<file path="config.mk">
export PLATFORM = sky130hd
export DESIGN_NAME = img_binarizer
export DESIGN_NICKNAME = d
export VERILOG_FILES = /design/src/rtl/img_binarizer.sv
export SDC_FILE = /design/constraint.sdc
export NUM_CORES = 2
export LEC_CHECK = 0
export CORE_MARGIN = 3
export CORE_UTILIZATION = 40
export CTS_BUF_LIST = sky130_fd_sc_hd__clkbuf_8
export CTS_CLUSTER_SIZE = 16
export DETAILED_ROUTE_END_ITERATION = 7
export GPL_TIMING_DRIVEN = 0
export PLACE_DENSITY = 0.62
export SYNTH_ARGS = -nofsm -noshare
export SYNTH_HDL_FRONTEND = slang
export SYNTH_SLANG_ARGS = --single-unit
</file>
<file path="constraint.sdc">
create_clock -name Clk -period 6.52 [get_ports Clk]
set_clock_uncertainty 0.1 [all_clocks]
set_input_delay 1.304 -clock Clk [delete_from_list [all_inputs] [get_ports Clk]]
set_output_delay 1.304 -clock Clk [all_outputs]
set_load 0.02 [all_outputs]
</file>
<file path="src/rtl/img_binarizer.sv">
// Thresholds a raster grayscale frame, majority-votes each cell into a
// 28x28 bit image, launches the classifier and latches its prediction.
module img_binarizer #(
  parameter int SRC_DIM    = 280,
  parameter int CELL       = 10,
  parameter int PIX_W      = 8,
  parameter int PIX_THRESH = 128,
  parameter int CNT_THRESH = 50
) (
  input  logic             Clk,
  input  logic             Rst,
  input  logic             frame_start,
  input  logic             pix_valid,
  input  logic [PIX_W-1:0] pix_data,
  output logic             pix_ready,
  output logic [783:0]     img_data,
  output logic             nn_start,
  input  logic             nn_resp,
  input  logic [4:0]       nn_pred,
  output logic [4:0]       pred_out,
  output logic             pred_valid,
  output logic             busy
);

  localparam int NC    = SRC_DIM / CELL;
  localparam int NB    = NC * NC;
  localparam int XW    = (CELL > 1) ? $clog2(CELL) : 1;
  localparam int CW    = $clog2(NC);
  localparam int IW    = $clog2(NB);
  localparam int ACC_W = $clog2(CELL * CELL + 1);

  typedef enum logic [1:0] {
    S_IDLE,
    S_CAP,
    S_LAUNCH,
    S_WAIT
  } state_e;

  state_e           state_q, state_d;
  logic [XW-1:0]    xs_q, xs_d, ys_q, ys_d;
  logic [CW-1:0]    cx_q, cx_d, cy_q, cy_d;
  logic [ACC_W-1:0] acc_q [NC];
  logic [ACC_W-1:0] acc_d [NC];
  logic [NB-1:0]    img_q, img_d;
  logic [4:0]       pred_q, pred_d;
  logic             pv_q, pv_d;
  logic             start_q, start_d;
  logic             rdy_q, rdy_d;
  logic             busy_q, busy_d;

  logic             rst_fr, clr, on, last_band;
  logic [XW-1:0]    xs_c, ys_c;
  logic [CW-1:0]    cx_c, cy_c;
  logic [ACC_W-1:0] acc_c, sum;
  logic [IW-1:0]    idx;

  // A restart in CAPTURE treats the same-cycle pixel as pixel 0,
  // so the datapath sees zeroed counters that cycle.
  always_comb begin
    rst_fr    = (state_q == S_CAP) && frame_start;
    clr       = ((state_q == S_IDLE) && frame_start) || rst_fr;
    xs_c      = rst_fr ? '0 : xs_q;
    ys_c      = rst_fr ? '0 : ys_q;
    cx_c      = rst_fr ? '0 : cx_q;
    cy_c      = rst_fr ? '0 : cy_q;
    acc_c     = rst_fr ? '0 : acc_q[cx_c];
    on        = pix_data >= PIX_W'(PIX_THRESH);
    sum       = acc_c + ACC_W'(on);
    last_band = (ys_c == XW'(CELL - 1)) && (xs_c == XW'(CELL - 1));
    idx       = IW'(cy_c) * IW'(NC) + IW'(cx_c);
  end

  always_comb begin
    state_d = state_q;
    xs_d    = xs_q;
    ys_d    = ys_q;
    cx_d    = cx_q;
    cy_d    = cy_q;
    acc_d   = acc_q;
    img_d   = img_q;
    pred_d  = pred_q;
    pv_d    = pv_q;
    start_d = 1'b0;

    if (clr) begin
      xs_d  = '0;
      ys_d  = '0;
      cx_d  = '0;
      cy_d  = '0;
      img_d = '0;
      pv_d  = 1'b0;
      for (int j = 0; j < NC; j++) acc_d[j] = '0;
    end

    unique case (state_q)
      S_IDLE: begin
        if (frame_start) state_d = S_CAP;
      end
      S_CAP: begin
        if (pix_valid) begin
          if (last_band) begin
            img_d[idx] = (sum >= ACC_W'(CNT_THRESH));
            acc_d[cx_c] = '0;
          end else begin
            acc_d[cx_c] = sum;
          end
          if (xs_c == XW'(CELL - 1)) begin
            xs_d = '0;
            if (cx_c == CW'(NC - 1)) begin
              cx_d = '0;
              if (ys_c == XW'(CELL - 1)) begin
                ys_d = '0;
                if (cy_c == CW'(NC - 1)) begin
                  cy_d    = '0;
                  state_d = S_LAUNCH;
                  start_d = 1'b1;
                end else begin
                  cy_d = cy_c + CW'(1);
                end
              end else begin
                ys_d = ys_c + XW'(1);
                cy_d = cy_c;
              end
            end else begin
              cx_d = cx_c + CW'(1);
              ys_d = ys_c;
              cy_d = cy_c;
            end
          end else begin
            xs_d = xs_c + XW'(1);
            cx_d = cx_c;
            ys_d = ys_c;
            cy_d = cy_c;
          end
        end
      end
      S_LAUNCH: begin
        state_d = S_WAIT;
      end
      S_WAIT: begin
        if (nn_resp) begin
          pred_d  = nn_pred;
          pv_d    = 1'b1;
          state_d = S_IDLE;
        end
      end
      default: state_d = S_IDLE;
    endcase

    rdy_d  = (state_d == S_CAP);
    busy_d = (state_d != S_IDLE);
  end

  always_ff @(posedge Clk or negedge Rst) begin
    if (!Rst) begin
      state_q <= S_IDLE;
      xs_q    <= '0;
      ys_q    <= '0;
      cx_q    <= '0;
      cy_q    <= '0;
      for (int j = 0; j < NC; j++) acc_q[j] <= '0;
      img_q   <= '0;
      pred_q  <= '0;
      pv_q    <= 1'b0;
      start_q <= 1'b0;
      rdy_q   <= 1'b0;
      busy_q  <= 1'b0;
    end else begin
      state_q <= state_d;
      xs_q    <= xs_d;
      ys_q    <= ys_d;
      cx_q    <= cx_d;
      cy_q    <= cy_d;
      acc_q   <= acc_d;
      img_q   <= img_d;
      pred_q  <= pred_d;
      pv_q    <= pv_d;
      start_q <= start_d;
      rdy_q   <= rdy_d;
      busy_q  <= busy_d;
    end
  end

  assign pix_ready  = rdy_q;
  assign img_data   = img_q;
  assign nn_start   = start_q;
  assign pred_out   = pred_q;
  assign pred_valid = pv_q;
  assign busy       = busy_q;

endmodule

</file>
==> results.py <==
metrics = {
    "outcome": {
        "violations": "design-rule violations, max-capacitance violations, max-slew violations",
        "status": "complete, but fails checks",
    },
    "clock_tree": {
        "cts_buffer_depth": 3,
        "numClockSinks": 1009,
        "tritoncts": "done",
        "cts.root.buffer_cell": "clkbuf_8",
        "htreeDepth": 4,
        "clk_pin_slew_worst_paths_ps": 60,
        "clkLatencyLatePin_ps": 920,
        "numCtsBuffers": 177,
    },
    "global_route": {
        "grt_pass1_vias": 45400,
        "overflow": 0,
        "grt_pass1_wl_mm": 387,
        "met2_usage_pct": 66.3,
        "use_met1_pct": 56.7,
        "grt_max_degree": 161,
        "grt_usage_pct": 48.1,
        "antenna_found_initial": 23,
        "met3_usage_pct": 24.4,
        "gr-max-usage-layer": "met2",
    },
    "finish": {
        "layoutNonFillerInstCount": 6982,
        "drive_gt1_share_pct": 14.3,
        "nNetsFinal": 5395,
        "fin_area_um2": 60300,
        "syn2layout_area_growth_pct": 33.3,
    },
    "route": {
        "ant_nets": 0,
        "vias_per_cell": 6.99,
        "num_vias": 48800,
        "routed_wl_mm": 291,
        "wl_per_cell_um": 41.7,
        "dr.pass1.iters": 8,
        "drc_errors": 18,
        "drtIter0Drc": 8456,
    },
    "die": {
        "chipHeight_um": 342,
        "die_x_um": 342,
        "rows": 122,
        "die_area_um2": 117000,
        "core-area_um2": 111000,
        "boundaryPins": 811,
        "start_util_pct": 40.6,
    },
    "placement": {
        "place_inst": 6660,
        "place.gp.congestion": 1.06,
        "place_area_um2": 55400,
        "port_buffers": 802,
        "dp_hpwl_mm": 214,
    },
    "yosys": {
        "ys_seq_elements": 1009,
        "synthArstFlopShare_pct": 100,
        "synth-edff-count": 0,
        "synth_seq_area_share_pct": 55.8,
        "netlist_instances": 4363,
        "synth_top_cells_by_area": "dfrtp_1 56%, a22oi_1 11%, a21oi_1 8.1%, clkbuf_1 2.8%, nand3_1 2.5%",
        "ys.flop_type": "dfrtp_1",
        "syn-num-nets": 4401,
        "synth_most_common_cell": "dfrtp_1",
        "synth_top_cell_by_area": "dfrtp_1",
        "yosys_warnings": 0,
        "syn-mean-instance-area_um2": 10.4,
        "synth_top_area_share_pct": 55.8,
        "synthTopCellsByCount": "1009 x dfrtp_1, 737 x a21oi_1, 674 x a22oi_1",
        "yosys.cell_types.count": 86,
        "syn_area_um2": 45300,
    },
    "critical_path": {
        "worstSetupPathType": "in2reg",
        "end_kind": "register",
        "cp_max_fo": 10,
        "crit_arrival_ps": 7050,
        "cp.required_ps": 7180,
        "worst_setup_path_start_kind": "input pin",
    },
    "pwr": {
        "power.share.sequential_pct": 48.7,
        "p_total_mw": 12.9,
        "internal_power_mw": 9.51,
        "p_leak_nw": 24.7,
        "combPwrFrac_pct": 3.6,
        "sw_frac_of_total_pct": 26.1,
        "pwr-share-clk_pct": 47.7,
        "power_density_nw_per_um2": 213,
        "vdd_drop_max_mv": 0.160,
        "switchingPower_mw": 3.36,
    },
    "timing": {
        "slew_violations": 122,
        "hold_ws_ps": 264,
        "fin_crit_ps": 6390,
        "fmax_mhz": 157,
        "worst-slew-pin-transition_ps": 1660,
        "rsz0062_at_grt": "false",
        "finalSetupTns_ps": 0,
        "setup_viol": 0,
        "fin_crit_sh_pct": 98.0,
        "hold_violations": 0,
        "maxSlewHeadroom_pct": -10.7,
    },
    "hold_path": {
        "hp-class": "in2async",
    },
    "flow_run": {
        "maxCapViolations": 11,
    },
}
## critical path, cell delays in order
cell	delay (ps)
clkdlybuf4s50_1	640
and3b_1	380
buf_6	180
nor2_2	490
inv_2	310
mux4_2	530
a21oi_1	200
nor2_1	80
a311oi_2	450
ha_1	290
nand3_1	160
nor2_1	230
xor2_1	930
nor2_1	500
a32o_1	360
## sequential cells by signal, summed over array words and instances (netlist names), 2 cells and up
register / count
img_data: 784
acc_q: 196
cx_q: 5
cy_q: 5
pred_out: 5
xs_q: 4
ys_q: 4
state_q: 2
## kinds of logic after synthesis
| family | synth area share, % |
|---|---|
| XOR/XNOR | 0.467 |
| flip-flops | 55.8 |
| multiplexers | 1.75 |
| AO/OA/AOI/OAI | 28.4 |
| AND/OR/NAND/NOR | 8.70 |
| adder cells (fa/ha/maj) | 0.586 |
| buffers and inverters | 4.30 |
## timing repair
item,CTS,global route
resized for setup,166,315
hold buffers,0,0
hold endpoints to repair,0,0
endpoints found under the setup margin,793,803
buffers inserted,4,6
pin swaps,3,6
## layer usage
layer / share of wire (%) / wire (µm)
met4: 9.9 / 28700
met3: 16 / 47100
met2: 40 / 117000
met5: 0.12 / 355
met1: 34 / 98200
## placed cells by master (no fill, tap or decap), types with 72 or more instances in the layout
cell and n:
dfrtp_1 1009, clkdlybuf4s50_1 801, a21oi_1 736, a22oi_1 674, clkbuf_1 220, clkbuf_8 213
nand3_1 196, o21ai_0 176, nor2_1 165, nand2_1 110, o211ai_1 104, nor3_1 93
clkbuf_2 86, inv_1 83, o31ai_2 72
## cell type report
type / count / area [µm²]
tap: 1488 / 1860
antenna: 8 / 20.0
clock inverter: 95 / 622
multi-input combinational: 2904 / 19100
buffer: 422 / 2020
inverter: 24 / 90.1
timing repair buffer: 819 / 8380
sequential: 1009 / 25200
fill: 10100 / 51100
clock buffer: 213 / 2930
## power by group through the flow
stage / Sequential [mW] / Clock, mW / Combinational (mW)
floorplan: 6.38 / 0 / 0.119
global placement: 6.41 / 0 / 0.416
detailed placement: 6.38 / 0 / 0.431
CTS: 6.27 / 6.05 / 0.432
global route: 6.27 / 6.34 / 0.466
finish: 6.27 / 6.14 / 0.460
## stage by stage
step / worst slack [ps] / util [%]
3_5_place_dp: -2420 / 49.7
5_1_grt: 109 / 54.1
6_report: 130 / 54.1
3_3_place_gp: -44020 / 49.5
2_1_floorplan: 1060 / -
4_1_cts: -211 / 53.3
## worst paths after layout
| kind | start | endpoint | slack, ps | cells past startpoint |
|---|---|---|---|---|
| worst max-delay path | frame_start | acc_q[31]$_DFF_PN0_ | 130 | 15 |
| worst min-delay path | Rst | img_data[314]$_DFF_PN0_ | 260 | 1 |
| worst max register to register | cx_q[0]$_DFF_PN0_ | acc_q[31]$_DFF_PN0_ | 170 | 18 |
| worst min register to register | pred_valid$_DFF_PN0_ | pred_valid$_DFF_PN0_ | 390 | 2 |
| max in group asynchronous | Rst | img_data[498]$_DFF_PN0_ | 3260 | 5 |
| min in group Clk | pred_valid$_DFF_PN0_ | pred_valid$_DFF_PN0_ | 390 | 2 |
Note: power is estimated with default switching activity, not from simulation.
